--- config.mk ---
export PLATFORM = sky130hd
export DESIGN_NAME = sound_play_ctrl
export DESIGN_NICKNAME = d
export VERILOG_FILES = /design/src/rtl/sound_play_ctrl.sv
export SDC_FILE = /design/constraint.sdc
export NUM_CORES = 1
export LEC_CHECK = 0
export ABC_AREA = 0
export BUFFER_PORTS_ARGS = -buffer_cell sky130_fd_sc_hd__buf_2
export CELL_PAD_IN_SITES_DETAIL_PLACEMENT = 1
export CELL_PAD_IN_SITES_GLOBAL_PLACEMENT = 1
export CORE_ASPECT_RATIO = 0.7
export CORE_MARGIN = 1
export CORE_UTILIZATION = 45
export CTS_BUF_LIST = sky130_fd_sc_hd__clkbuf_8
export CTS_CLUSTER_DIAMETER = 60
export CTS_CLUSTER_SIZE = 8
export DETAILED_ROUTE_END_ITERATION = 6
export PLACE_DENSITY_LB_ADDON = 0.1
export RECOVER_POWER = 50
export SLEW_MARGIN = 20
export SYNTH_ARGS = -nofsm -noshare
export SYNTH_HDL_FRONTEND = slang
export SYNTH_SLANG_ARGS = --single-unit
--- constraint.sdc ---
create_clock -name clk -period 14.55 [get_ports clk]
set_clock_uncertainty 0.05 [all_clocks]
set_input_delay 3.6375 -clock clk [delete_from_list [all_inputs] [get_ports clk]]
set_output_delay 3.6375 -clock clk [all_outputs]
set_load 0.05 [all_outputs]
--- src/rtl/sound_play_ctrl.sv ---
// Sample playback sequencer: walks a ROM address range at one sample per DIV_N clocks.
// Optional macro SOUND_PLAY_CTRL_UNDERRUN_EN adds an 8-bit lost-tick counter output.
module sound_play_ctrl #(
    parameter int ADDR_W  = 32,
    parameter int DATA_W  = 32,
    parameter int DIV_N   = 1024,
    parameter int ROM_LAT = 1
) (
    input  logic              clk,
    input  logic              rst,
    input  logic              play,
    input  logic              stop,
    input  logic              loop,
    input  logic [ADDR_W-1:0] clip_start,
    input  logic [ADDR_W-1:0] clip_end,
    output logic [ADDR_W-1:0] rom_addr,
    output logic              rom_rd,
    input  logic [DATA_W-1:0] rom_data,
    output logic [DATA_W-1:0] sample,
    output logic              sample_stb,
    output logic              aud_en,
    output logic              busy,
`ifdef SOUND_PLAY_CTRL_UNDERRUN_EN
    output logic [7:0]        underrun_cnt,
`endif
    output logic              done
);

    localparam int TICK_W = $clog2(DIV_N);
    localparam int WAIT_W = $clog2(ROM_LAT + 1);

    localparam logic [TICK_W-1:0] TICK_LAST = TICK_W'(DIV_N - 1);
    localparam logic [TICK_W-1:0] TICK_ONE  = TICK_W'(1);
    localparam logic [WAIT_W-1:0] WAIT_LOAD = WAIT_W'(ROM_LAT);
    localparam logic [WAIT_W-1:0] WAIT_ONE  = WAIT_W'(1);
    localparam logic [ADDR_W-1:0] ADDR_ONE  = ADDR_W'(1);

    typedef enum logic [2:0] {
        S_IDLE  = 3'd0,
        S_FETCH = 3'd1,
        S_WAIT  = 3'd2,
        S_HOLD  = 3'd3,
        S_DRAIN = 3'd4
    } state_t;

    state_t              state_r, state_nx;
    logic [ADDR_W-1:0]   addr_r, addr_nx;
    logic [ADDR_W-1:0]   start_r, start_nx;
    logic [ADDR_W-1:0]   end_r, end_nx;
    logic [DATA_W-1:0]   buf_r, buf_nx;
    logic [WAIT_W-1:0]   wait_cnt_r, wait_nx;
    logic [TICK_W-1:0]   tick_cnt_r, tick_nx;
    logic [DATA_W-1:0]   sample_r, sample_nx;
    logic                stb_r, stb_nx;
    logic                aud_r, aud_nx;
    logic                done_r, done_nx;
    logic                rom_rd_r;
    logic                busy_r;
    logic                tick_s;
    logic                stop_s;

    assign tick_s = (state_r != S_IDLE) && (tick_cnt_r == TICK_LAST);
    assign stop_s = stop && (state_r != S_IDLE);

    // Next-state and datapath decisions; an abort while busy overrides everything.
    always_comb begin
        state_nx  = state_r;
        addr_nx   = addr_r;
        start_nx  = start_r;
        end_nx    = end_r;
        buf_nx    = buf_r;
        wait_nx   = wait_cnt_r;
        tick_nx   = tick_cnt_r;
        sample_nx = sample_r;
        stb_nx    = 1'b0;
        aud_nx    = aud_r;
        done_nx   = 1'b0;
        if (stop_s) begin
            state_nx  = S_IDLE;
            tick_nx   = '0;
            sample_nx = '0;
            aud_nx    = 1'b0;
        end else begin
            if ((state_r == S_IDLE) || tick_s) begin
                tick_nx = '0;
            end else begin
                tick_nx = tick_cnt_r + TICK_ONE;
            end
            case (state_r)
                S_IDLE: begin
                    if (play && !stop && (clip_start <= clip_end)) begin
                        start_nx = clip_start;
                        end_nx   = clip_end;
                        addr_nx  = clip_start;
                        state_nx = S_FETCH;
                    end else begin
                        state_nx = S_IDLE;
                    end
                end
                S_FETCH: begin
                    wait_nx  = WAIT_LOAD;
                    state_nx = S_WAIT;
                end
                S_WAIT: begin
                    if (wait_cnt_r == '0) begin
                        buf_nx   = rom_data;
                        state_nx = S_HOLD;
                    end else begin
                        wait_nx  = wait_cnt_r - WAIT_ONE;
                        state_nx = S_WAIT;
                    end
                end
                S_HOLD: begin
                    if (tick_s) begin
                        sample_nx = buf_r;
                        stb_nx    = 1'b1;
                        aud_nx    = 1'b1;
                        // End test precedes the increment so an all-ones end never wraps.
                        if (addr_r != end_r) begin
                            addr_nx  = addr_r + ADDR_ONE;
                            state_nx = S_FETCH;
                        end else if (loop) begin
                            addr_nx  = start_r;
                            state_nx = S_FETCH;
                        end else begin
                            state_nx = S_DRAIN;
                        end
                    end else begin
                        state_nx = S_HOLD;
                    end
                end
                S_DRAIN: begin
                    if (tick_s) begin
                        sample_nx = '0;
                        aud_nx    = 1'b0;
                        done_nx   = 1'b1;
                        state_nx  = S_IDLE;
                    end else begin
                        state_nx = S_DRAIN;
                    end
                end
                default: begin
                    state_nx = S_IDLE;
                end
            endcase
        end
    end

    // State, datapath and registered output flops.
    always_ff @(posedge clk or posedge rst) begin
        if (rst) begin
            state_r    <= S_IDLE;
            addr_r     <= '0;
            start_r    <= '0;
            end_r      <= '0;
            buf_r      <= '0;
            wait_cnt_r <= '0;
            tick_cnt_r <= '0;
            sample_r   <= '0;
            stb_r      <= 1'b0;
            aud_r      <= 1'b0;
            done_r     <= 1'b0;
            rom_rd_r   <= 1'b0;
            busy_r     <= 1'b0;
        end else begin
            state_r    <= state_nx;
            addr_r     <= addr_nx;
            start_r    <= start_nx;
            end_r      <= end_nx;
            buf_r      <= buf_nx;
            wait_cnt_r <= wait_nx;
            tick_cnt_r <= tick_nx;
            sample_r   <= sample_nx;
            stb_r      <= stb_nx;
            aud_r      <= aud_nx;
            done_r     <= done_nx;
            rom_rd_r   <= (state_nx == S_FETCH);
            busy_r     <= (state_nx != S_IDLE);
        end
    end

`ifdef SOUND_PLAY_CTRL_UNDERRUN_EN
    logic       underrun_r;
    logic [7:0] underrun_cnt_r;
    logic       accept_s;
    logic       lost_tick_s;

    assign accept_s    = (state_r == S_IDLE) && (state_nx == S_FETCH);
    assign lost_tick_s = tick_s && !stop && ((state_r == S_FETCH) || (state_r == S_WAIT));
    assign underrun_r  = (underrun_cnt_r != 8'hFF);

    // Lost-tick counter: cleared on each accepted play, saturating at 255.
    always_ff @(posedge clk or posedge rst) begin
        if (rst) begin
            underrun_cnt_r <= 8'h00;
        end else if (accept_s) begin
            underrun_cnt_r <= 8'h00;
        end else if (lost_tick_s && underrun_r) begin
            underrun_cnt_r <= underrun_cnt_r + 8'h01;
        end else begin
            underrun_cnt_r <= underrun_cnt_r;
        end
    end

    assign underrun_cnt = underrun_cnt_r;
`endif

    assign rom_addr   = addr_r;
    assign rom_rd     = rom_rd_r;
    assign sample     = sample_r;
    assign sample_stb = stb_r;
    assign aud_en     = aud_r;
    assign busy       = busy_r;
    assign done       = done_r;

endmodule
==> summary.md <==
| Metric | Value |
|---|---|
| Row count | `43` |
| RSZ-0062 raised after global routing | `false` |
| Avg Cell Area, Syn | `10.3 um^2` |
| Sequential Area | `4480 um^2` |
| Gr usage total | `26.1%` |
| Pre-CTS setup slack | `7.79 ns` |
| Multi-input gate area | `4300 um^2` |
| GRT overflow | `0` |
| Number of synthesized flops with an enable pin | `0` |
| Power Total | `1.61 mW` |
| Clock slew at reported path FFs | `0.11 ns` |
| Synthesized instance count | `892` |
| WP data arrival | `9.02 ns` |
| FMAX | `117 MHz` |
| Synth top area cells | `dfrtp_1 (49%), nand2_1 (7.4%), xnor2_1 (5.2%), ha_1 (4.7%), mux2_2 (4.2%)` |
| Cell with the most instances after synthesis | `nand2_1` |
| Layout area overhead | `15.6%` |
| Die Wd | `172 um` |
| Slew at the pin closest to its max-slew limit | `3.78 ns` |
| Final worst setup slack | `6.01 ns` |
| Via Count | `7108` |
| Net Count, Synth | `1027` |
| Final ANT Viol Nets | `0` |
| Clk buf depth | `2` |
| Final slew viol count | `200` |
| Initial antenna violation count | `2` |
| Synth Register Bits | `179` |
| Starting Density | `46.1%` |
| CTS Buf Count | `17` |
| Placed Instance Area | `10200 um^2` |
| Die Y | `121 um` |
| Average wire per standard cell | `19.4 um` |
| Synthesized area | `9150 um^2` |
| GPL Wtd Cong | `0.812` |
| Fin. Hold Viols | `0` |
| Fin area | `10600 um^2` |
| CP Data Required Time | `15.04 ns` |
| Failing checks | `capacitance limit, slew limit` |
| Tcrit/Tclk final | `58.7%` |
| Drc violations | `0` |
| Commonest register cell after synthesis | `dfrtp_1` |
| I/O Buffers | `169` |
| Asr flop ratio synth | `100%` |
| Critical path class | `in -> async` |
| Synth cell types | `55` |
| Worst hold-check path type | `reg -> reg` |
| Cts hold-fix bufs | `0` |
| Vias in the first global route | `7324` |
| Pwr dens | `152 nW/um^2` |
| Post-synthesis sequential area ratio | `49.0%` |
| # H-tree levels | `4` |
| Maximum vdd drop | `0.0000657 V` |
| R2R setup slack | `10.16 ns` |
| Nets | `1177` |
| Clk sinks | `179` |
| First-pass GRT wire length | `41200 um` |
| Synth area leader | `dfrtp_1` |
| Core area | `19900 um^2` |
| Post-cts sizing count | `0` |
| Hold_ws | `0.428 ns` |
| Clk root buf | `clkbuf_8` |
| Worst-Skew Late Latency | `0.48 ns` |
| P_leak | `5.44 nW` |
| DP HPWL | `18300 um` |
| Crit. End Element | `asynchronous set/reset pin` |
| Final setup viols | `0` |
| Synthesis Warnings | `0` |
| Status | `finished, violations left` |
| Max_cap viols | `4` |
| WL final | `25700 um` |
| Largest net degree at the start of global routing | `79` |
| CP max FO | `68` |
| Crit path time final | `8.54 ns` |
| CTS tree | `built` |
| Share of cells above drive strength 1 | `23.6%` |
| Slew Limit Headroom | `-152%` |
| TNS Setup | `0 ns` |
| Via/cell ratio | `5.36` |
| Iteration-0 DRC Markers | `422` |
| Post-CTS setup buffer count | `0` |
| Total I/O pin count | `170` |
| Drt pass-1 iters | `4` |
| Critical path startpoint category | `input pin` |
| Commonest cells post-synth | `nand2_1 (181), dfrtp_1 (179), o21ai_0 (69)` |
| Fillers | `2296` |
| Die area | `20900 um^2` |
| Synth top area share | `49.0%` |
## cells in the final DEF (no fill, tap or decap), drive strengths merged, types with 19 or more instances in the layout
cell / Yosys / layout
buf: 23 / 166
a22o: 33 / 33
nand4: 22 / 22
mux2: 62 / 62
inv: 40 / 44
clkbuf: 23 / 28
nor2: 23 / 23
nand3: 25 / 25
nand2: 181 / 181
dfrtp: 179 / 179
mux2i: 30 / 30
ha: 34 / 34
o21ai: 71 / 71
xnor2: 57 / 57
a21oi: 19 / 19
## per-stage QoR
| stage | utilization [%] | cells |
|---|---|---|
| CTS | 53.4 | 1325 |
| global route | 53.3 | 1326 |
| global placement | 51.3 | 1293 |
| finish | 53.3 | 1326 |
| floorplan | - | 892 |
| detailed placement | 51.3 | 1293 |
## layout make-up
cell class | instances | area share, %
Clock inverter | 15 | 1.75
Timing Repair Buffer | 177 | 8.36
Clock buffer | 17 | 2.21
Sequential cell | 179 | 42.4
Inverter | 40 | 1.43
Antenna cell | 1 | 0.0237
Tap cell | 270 | 3.19
Multi-Input combinational cell | 627 | 40.7
## worst max-delay path, stage by stage
cell        delay, ns
buf_2            0.10
clkinvlp_2       1.50
clkbuf_1         2.77
buf_4            0.92
## path summary, 6_finish.rpt
check,end,cells past startpoint,start
setup / recovery,end_r[29],4,rst
hold reg to reg,start_r[18],2,start_r[18]
max in group clk,rom_addr[29],7,stop
setup reg to reg,rom_addr[29],10,tick_cnt_r[0]
min in group asynchronous,buf_r[18],2,rst
hold / removal,start_r[18],2,start_r[18]
## metal layers
layer	routed length (um)	share of wire, %	global-route usage [%]
met5	0	0	0
met4	100	0.39	4.65
met3	1240	4.8	5.12
met2	11100	43	37.9
met1	13300	52	40.2
## flip-flops by register name (all words and copies together), names as in the netlist
signal	count
sample	32
busy	1
wait_cnt_r	1
aud_en	1
done	1
tick_cnt_r	10
buf_r	32
state_r	3
rom_addr	32
start_r	32
sample_stb	1
rom_rd	1
end_r	32
## cell families after synthesis
group / after synthesis / synth area share (%)
AO/OA/AOI/OAI: 145 / 10.1
flip-flops: 179 / 49.0
multiplexers: 92 / 10.9
buffers and inverters: 86 / 4.30
AND/OR/NAND/NOR: 289 / 14.4
XOR/XNOR: 67 / 6.66
adder cells (fa/ha/maj): 34 / 4.65
## power breakdown
part,internal [mW],leakage (nW),switching [mW]
Sequential,0.617,2.31,0.128
Combinational,0.188,2.93,0.320
Clock,0.132,0.205,0.221
Total,0.938,5.44,0.669
Power figures use the tool's default switching activity.
